File: src/rtl/uart_rx_pkg.sv
// Shared definitions for the UART receive frame checker.
// Holds the frame FSM states, parity type codes and counter defaults.
package uart_rx_pkg;

    typedef enum logic [2:0] {
        ST_IDLE   = 3'd0,
        ST_START  = 3'd1,
        ST_DATA   = 3'd2,
        ST_PARITY = 3'd3,
        ST_STOP1  = 3'd4,
        ST_STOP2  = 3'd5
    } rx_state_t;

    localparam logic PAR_EVEN = 1'b0;
    localparam logic PAR_ODD  = 1'b1;

    localparam int ERR_CNT_WIDTH_DEF = 8;

endpackage

File: src/rtl/uart_rx_frame_check_sat_counter.sv
// Saturating up-counter with synchronous clear; clear beats increment.
// Ports: clk, rst (sync, active-high), clr, inc, count[WIDTH-1:0].
module sat_counter #(
    parameter int WIDTH = 8
) (
    input  logic             clk,
    input  logic             rst,
    input  logic             clr,
    input  logic             inc,
    output logic [WIDTH-1:0] count
);

    always_ff @(posedge clk) begin
        if (rst || clr) begin
            count <= '0;
        end else if (inc && (count != {WIDTH{1'b1}})) begin
            count <= count + {{(WIDTH-1){1'b0}}, 1'b1};
        end
    end

endmodule

File: src/rtl/uart_rx_frame_check.sv
// UART Rx frame tracker: walks start/data/parity/stop bits on bit_strobe,
// rebuilds the data word and reports start/parity/stop errors on frame_done.
// Ports: CLK, RST (sync, active-high); cfg_par_en/cfg_par_typ/cfg_stop2
// latched at frame_start; bit_strobe + sampled_bit from the sampler;
// cnt_clr clears counters. Outputs busy, frame_done, data_out, the three
// error flags and their saturating counters.
module uart_rx_frame_check
    import uart_rx_pkg::*;
#(
    parameter int DATA_WIDTH    = 8,
    parameter int ERR_CNT_WIDTH = ERR_CNT_WIDTH_DEF
) (
    input  logic                     CLK,
    input  logic                     RST,
    input  logic                     cfg_par_en,
    input  logic                     cfg_par_typ,
    input  logic                     cfg_stop2,
    input  logic                     frame_start,
    input  logic                     bit_strobe,
    input  logic                     sampled_bit,
    input  logic                     cnt_clr,
    output logic                     busy,
    output logic                     frame_done,
    output logic [DATA_WIDTH-1:0]    data_out,
    output logic                     strt_err,
    output logic                     par_err,
    output logic                     stp_err,
    output logic [ERR_CNT_WIDTH-1:0] par_err_cnt,
    output logic [ERR_CNT_WIDTH-1:0] stp_err_cnt,
    output logic [ERR_CNT_WIDTH-1:0] strt_err_cnt
);

    localparam logic [3:0] IDX_LAST = 4'(DATA_WIDTH - 1);

    rx_state_t             state;
    logic                  par_en_q;
    logic                  par_typ_q;
    logic                  stop2_q;
    logic [3:0]            bit_idx;
    logic [DATA_WIDTH-1:0] shreg;
    logic                  acc;
    logic                  par_pend;
    logic                  stp_pend;

    logic                  par_exp;
    logic                  stp_now;
    logic                  last_data;

    assign busy      = (state != ST_IDLE);
    assign par_exp   = acc ^ (par_typ_q == PAR_ODD);
    // Stop error including the bit being sampled right now.
    assign stp_now   = stp_pend | ~sampled_bit;
    assign last_data = (bit_idx == IDX_LAST);

    always_ff @(posedge CLK) begin
        if (RST) begin
            state      <= ST_IDLE;
            par_en_q   <= 1'b0;
            par_typ_q  <= 1'b0;
            stop2_q    <= 1'b0;
            bit_idx    <= '0;
            shreg      <= '0;
            acc        <= 1'b0;
            par_pend   <= 1'b0;
            stp_pend   <= 1'b0;
            frame_done <= 1'b0;
            data_out   <= '0;
            strt_err   <= 1'b0;
            par_err    <= 1'b0;
            stp_err    <= 1'b0;
        end else begin
            frame_done <= 1'b0;
            unique case (state)
                ST_IDLE: begin
                    if (frame_start) begin
                        par_en_q  <= cfg_par_en;
                        par_typ_q <= cfg_par_typ;
                        stop2_q   <= cfg_stop2;
                        par_pend  <= 1'b0;
                        stp_pend  <= 1'b0;
                        state     <= ST_START;
                    end
                end
                ST_START: begin
                    if (bit_strobe) begin
                        if (sampled_bit) begin
                            // Glitch: report now, keep the old word.
                            frame_done <= 1'b1;
                            strt_err   <= 1'b1;
                            par_err    <= 1'b0;
                            stp_err    <= 1'b0;
                            state      <= ST_IDLE;
                        end else begin
                            bit_idx <= '0;
                            acc     <= 1'b0;
                            state   <= ST_DATA;
                        end
                    end
                end
                ST_DATA: begin
                    if (bit_strobe) begin
                        // LSB arrives first, so shift in from the top.
                        shreg   <= {sampled_bit, shreg[DATA_WIDTH-1:1]};
                        acc     <= acc ^ sampled_bit;
                        bit_idx <= bit_idx + 4'd1;
                        if (last_data) begin
                            state <= par_en_q ? ST_PARITY : ST_STOP1;
                        end
                    end
                end
                ST_PARITY: begin
                    if (bit_strobe) begin
                        par_pend <= (sampled_bit != par_exp);
                        state    <= ST_STOP1;
                    end
                end
                ST_STOP1: begin
                    if (bit_strobe) begin
                        if (stop2_q) begin
                            stp_pend <= stp_now;
                            state    <= ST_STOP2;
                        end else begin
                            frame_done <= 1'b1;
                            data_out   <= shreg;
                            strt_err   <= 1'b0;
                            par_err    <= par_en_q & par_pend;
                            stp_err    <= stp_now;
                            state      <= ST_IDLE;
                        end
                    end
                end
                ST_STOP2: begin
                    if (bit_strobe) begin
                        frame_done <= 1'b1;
                        data_out   <= shreg;
                        strt_err   <= 1'b0;
                        par_err    <= par_en_q & par_pend;
                        stp_err    <= stp_now;
                        state      <= ST_IDLE;
                    end
                end
                default: begin
                    state <= ST_IDLE;
                end
            endcase
        end
    end

    sat_counter #(.WIDTH(ERR_CNT_WIDTH)) u_par_cnt (
        .clk   (CLK),
        .rst   (RST),
        .clr   (cnt_clr),
        .inc   (frame_done & par_err),
        .count (par_err_cnt)
    );

    sat_counter #(.WIDTH(ERR_CNT_WIDTH)) u_stp_cnt (
        .clk   (CLK),
        .rst   (RST),
        .clr   (cnt_clr),
        .inc   (frame_done & stp_err),
        .count (stp_err_cnt)
    );

    sat_counter #(.WIDTH(ERR_CNT_WIDTH)) u_strt_cnt (
        .clk   (CLK),
        .rst   (RST),
        .clr   (cnt_clr),
        .inc   (frame_done & strt_err),
        .count (strt_err_cnt)
    );

endmodule

File: config.mk
export PLATFORM = sky130hd
export DESIGN_NAME = uart_rx_frame_check
export DESIGN_NICKNAME = d
export VERILOG_FILES = /design/src/rtl/uart_rx_pkg.sv /design/src/rtl/uart_rx_frame_check_sat_counter.sv /design/src/rtl/uart_rx_frame_check.sv
export SDC_FILE = /design/constraint.sdc
export NUM_CORES = 1
export LEC_CHECK = 0
export ABC_AREA = 1
export BUFFER_PORTS_ARGS = -buffer_cell sky130_fd_sc_hd__buf_2
export CORE_ASPECT_RATIO = 1.4
export CORE_UTILIZATION = 35
export DETAILED_ROUTE_END_ITERATION = 8
export GPL_TIMING_DRIVEN = 1
export PLACE_DENSITY = 0.55
export SLEW_MARGIN = 30
export SYNTH_ARGS = -nofsm -noshare
export SYNTH_HDL_FRONTEND = slang
export SYNTH_SLANG_ARGS = --single-unit
File: constraint.sdc
create_clock -name CLK -period 3.3 [get_ports CLK]
set_input_delay 0.825 -clock CLK [delete_from_list [all_inputs] [get_ports CLK]]
set_output_delay 0.825 -clock CLK [all_outputs]
set_load 0.02 [all_outputs]
==> key figures <==
Run status
  • Status: finished, final reports clean

Setup path
  • Flop-to-flop setup slack: 1.66 ns
  • Reg-to-Reg Start: state[2]$_SDFFE_PP0P_
  • R2R Path End: bit_idx[3]$_SDFFE_PP0P_
  • Cells on worst reg2reg path: 7
  • Crit path max fanout: 7
  • CP Data Required Time: 2.47 ns
  • CP startpoint kind: register
  • Critical path arrival: ~1.2 ns
  • Crit path from: state[2]$_SDFFE_PP0P_
  • Crit path kind: register to output port
  • CP Capture Type: output port

Min path
  • Min-delay worst type: register to register
  • Hold wc startpoint: strt_err$_SDFFE_PP0P_
  • Hold path depth: 2
  • Worst Hold End: strt_err$_SDFFE_PP0P_

Placement
  • RePlAce Congestion: 0.856
  • Detailed Place HPWL: roughly 4400 um
  • Buffers on Ports: 45

Layout
  • Area Overhead vs Synth: 20.4%
  • Final core occ: 43.5%
  • NumNets Final: 454
  • Ratio of cells with drive above 1 in the final layout: 16.6%
  • Number of diodes: 0

Logic synthesis
  • Synth top area share: 43.2%
  • Synth Warn #: 0
  • Largest cells by area after synthesis: dfxtp_1 (43%), nand2_1 (14%), nor2_1 (11%)
  • Synth Net Count: 403
  • Synth Instances: 390
  • Mapped Area: ~2600 um^2
  • Post-synthesis sequential area ratio: 43.2%
  • Register bit total from synthesis: 57
  • Leading area contributor after synthesis: dfxtp_1
  • Synth cell types: 24
  • Synthesized area per cell: around 6.8 um^2

Timing
  • Setup violations, final: 0
  • Setup TNS: 0 ns
  • Worst Max-Slew Pin Slew: 0.658 ns
  • Final hold vios: 0
  • Fin crit period: 2.05 ns
  • Fmax: 0.489 GHz
  • Max Slew Vio Count: 0
  • RSZ-0062 raised after global routing: false
  • Clk_skew: 0.00661 ns
  • Crit share post-route: 62.0%
  • Slew margin rel.: 56.1%

Power
  • Power per cell area: 612 nW/um^2
  • Clock power frac: 37.0%
  • Sw Ratio: 32.0%
  • Static Leak: 1.43 nW
  • Comb power frac: 20.3%
  • Maximum VDD drop: between 0.0004 and 0.0005 V
  • P_int: 1.32 mW
  • P_sw: around 0.62 mW
  • Flop pwr share: 42.6%

Clock tree
  • CTS buffer count: 9
  • Post-CTS Hold Buffers: 0
  • Clk_lat worst skew: 0.34 ns
  • CTS tree: done
  • Cts repair resizes: 0
  • Clock Sink Count: 57
  • Clock-pin slew on the worst setup and hold paths: 0.07 ns
  • H-tree depth: 3
  • Postcts setup bufs: 0
  • Buffer depth of the longest clock path: 2
  • Root Driver: clkbuf_8

Route
  • Via density per instance: 4.64
  • Initial DRT Pass Iterations: 5
  • DR iter-0 viols: 114
  • Routed WL: 6080 um
  • Vias: between 2000 and 3000
  • Antenna-violating nets left: 0
  • DRC viols: 0
  • WL/cell: 11.2 um

Die
  • Chip Width: 75.4 um
  • Die area: 7900 um^2
  • Row count: 37
  • Core box area: 7310 um^2
  • Boundary pin count: 46
  • Die H: 105 um
  • Starting Density: 36.1%

Run
  • Maxcap violations: 0

Global route
  • Initial antenna violation count: 0
  • Total GRT Usage: 16.9%
  • Vias in the first global route: 2317
  • Largest net degree at the start of global routing: 26
  • Gr ovfl total: 0
  • Global-route wire length before repair: 10200 um
[power groups by stage]
| stage | Clock [mW] | Sequential, mW | Combinational, mW |
|---|---|---|---|
| global route | 0.779 | 0.843 | 0.460 |
| global placement | 0 | 0.844 | 0.396 |
| finish | 0.721 | 0.829 | 0.396 |
| detailed placement | 0 | 0.845 | 0.397 |
| CTS | 0.748 | 0.829 | 0.398 |
| floorplan | 0 | 0.863 | 0.273 |
[synth_stat cells]
cell	instances
nand2_1	96
nor2_1	76
dfxtp_1	57
inv_1	35
o21ai_0	30
a21oi_1	27
nand3_1	26
xor2_1	9
nor3_1	6
ha_1	4
inv_2	4
nand2_2	3
nand4_1	3
buf_2	2
buf_4	2
nand3b_1	2
buf_1	1
clkbuf_1	1
inv_4	1
nand3_2	1
nor2_2	1
nor3_2	1
or2_2	1
xnor2_1	1
[logic make-up (layout without fill, tap and decap cells)]
| family | after synthesis | after routing | share of synthesized area [%] |
|---|---|---|---|
| and+or+nand+nor | 216 | 216 | 33.7 |
| DFF | 57 | 57 | 43.2 |
| adders and majority gates | 4 | 4 | 1.90 |
| AOI/OAI and AO/OA | 57 | 57 | 10.8 |
| xor gates and xnor gates | 10 | 10 | 3.32 |
| buffers and inverters | 46 | 102 | 7.01 |
[layer usage]
layer / track usage (%) / wire [um]
met5: 0 / 0
met4: 8.33 / 79
met3: 4.24 / 242
met2: 27.8 / 3040
met1: 19.7 / 2710
[worst max-delay path by stage]
stage | endpoint | slack [ns]
floorplan | u_stp_cnt.count[1]$_SDFFE_PP0P_ | 1.65
finish | busy | 1.25
global placement | bit_idx[3]$_SDFFE_PP0P_ | 1.28
CTS | busy | 1.24
detailed placement | bit_idx[3]$_SDFFE_PP0P_ | 1.23
global route | busy | 1.15
[area by class of cell]
| class | instances | area, um^2 |
|---|---|---|
| clock buffers | 9 | 124 |
| flip-flops and latches | 57 | 1140 |
| multi-input cells | 287 | 1310 |
| clock inverters | 7 | 93.8 |
| repair buffers | 46 | 233 |
| inverters | 40 | 153 |
| well taps | 97 | 121 |
| fillers | 807 | 4140 |
[cells in the final DEF (no fill, tap or decap)]
cell type and instances:
o21ai_0 30, xnor2_1 1, nor3_2 1, nand2_2 3, nor2_1 76, nor2_2 1
inv_2 4, nand3_2 1, a21oi_1 27, clkbuf_8 9, clkinvlp_4 2, nand2_1 96
buf_4 1, inv_6 1, xor2_1 9, clkinv_2 2, ha_1 4, buf_2 45
nand3_1 26, inv_4 1, dfxtp_1 57, nand4_1 3, nor3_1 6, or2_2 1
bufinv_16 2, nand3b_1 2, inv_1 35
[registers in the layout, summed over array words and instances, names as in the netlist, 3 cells and up]
signal and cells:
state 3, u_par_cnt.count 8, data_out 8, u_stp_cnt.count 8
u_strt_cnt.count 8, bit_idx 4, shreg 8
[metrics by stage]
| step | hold WS [ns] | worst slack [ns] | instances | power, mW | instance area [um^2] |
|---|---|---|---|---|---|
| 4_1_cts | 0.469 | 1.24 | 543 | 1.98 | 3180 |
| 3_5_place_dp | 0.457 | 1.23 | 527 | 1.24 | 2960 |
| 5_1_grt | 0.498 | 1.15 | 543 | 2.08 | 3180 |
| 2_1_floorplan | 0.447 | 1.65 | 390 | 1.14 | 2640 |
| 6_report | 0.467 | 1.25 | 543 | 1.95 | 3180 |
| 3_3_place_gp | 0.455 | 1.28 | 527 | 1.24 | 2960 |
[worst max-delay path, cell delays in order, from the launching register on]
cell and delay (ns):
dfxtp_1 0.39, nor3_2 0.28, inv_1 0.06, buf_2 0.16
(Power assumes the default switching activity.)
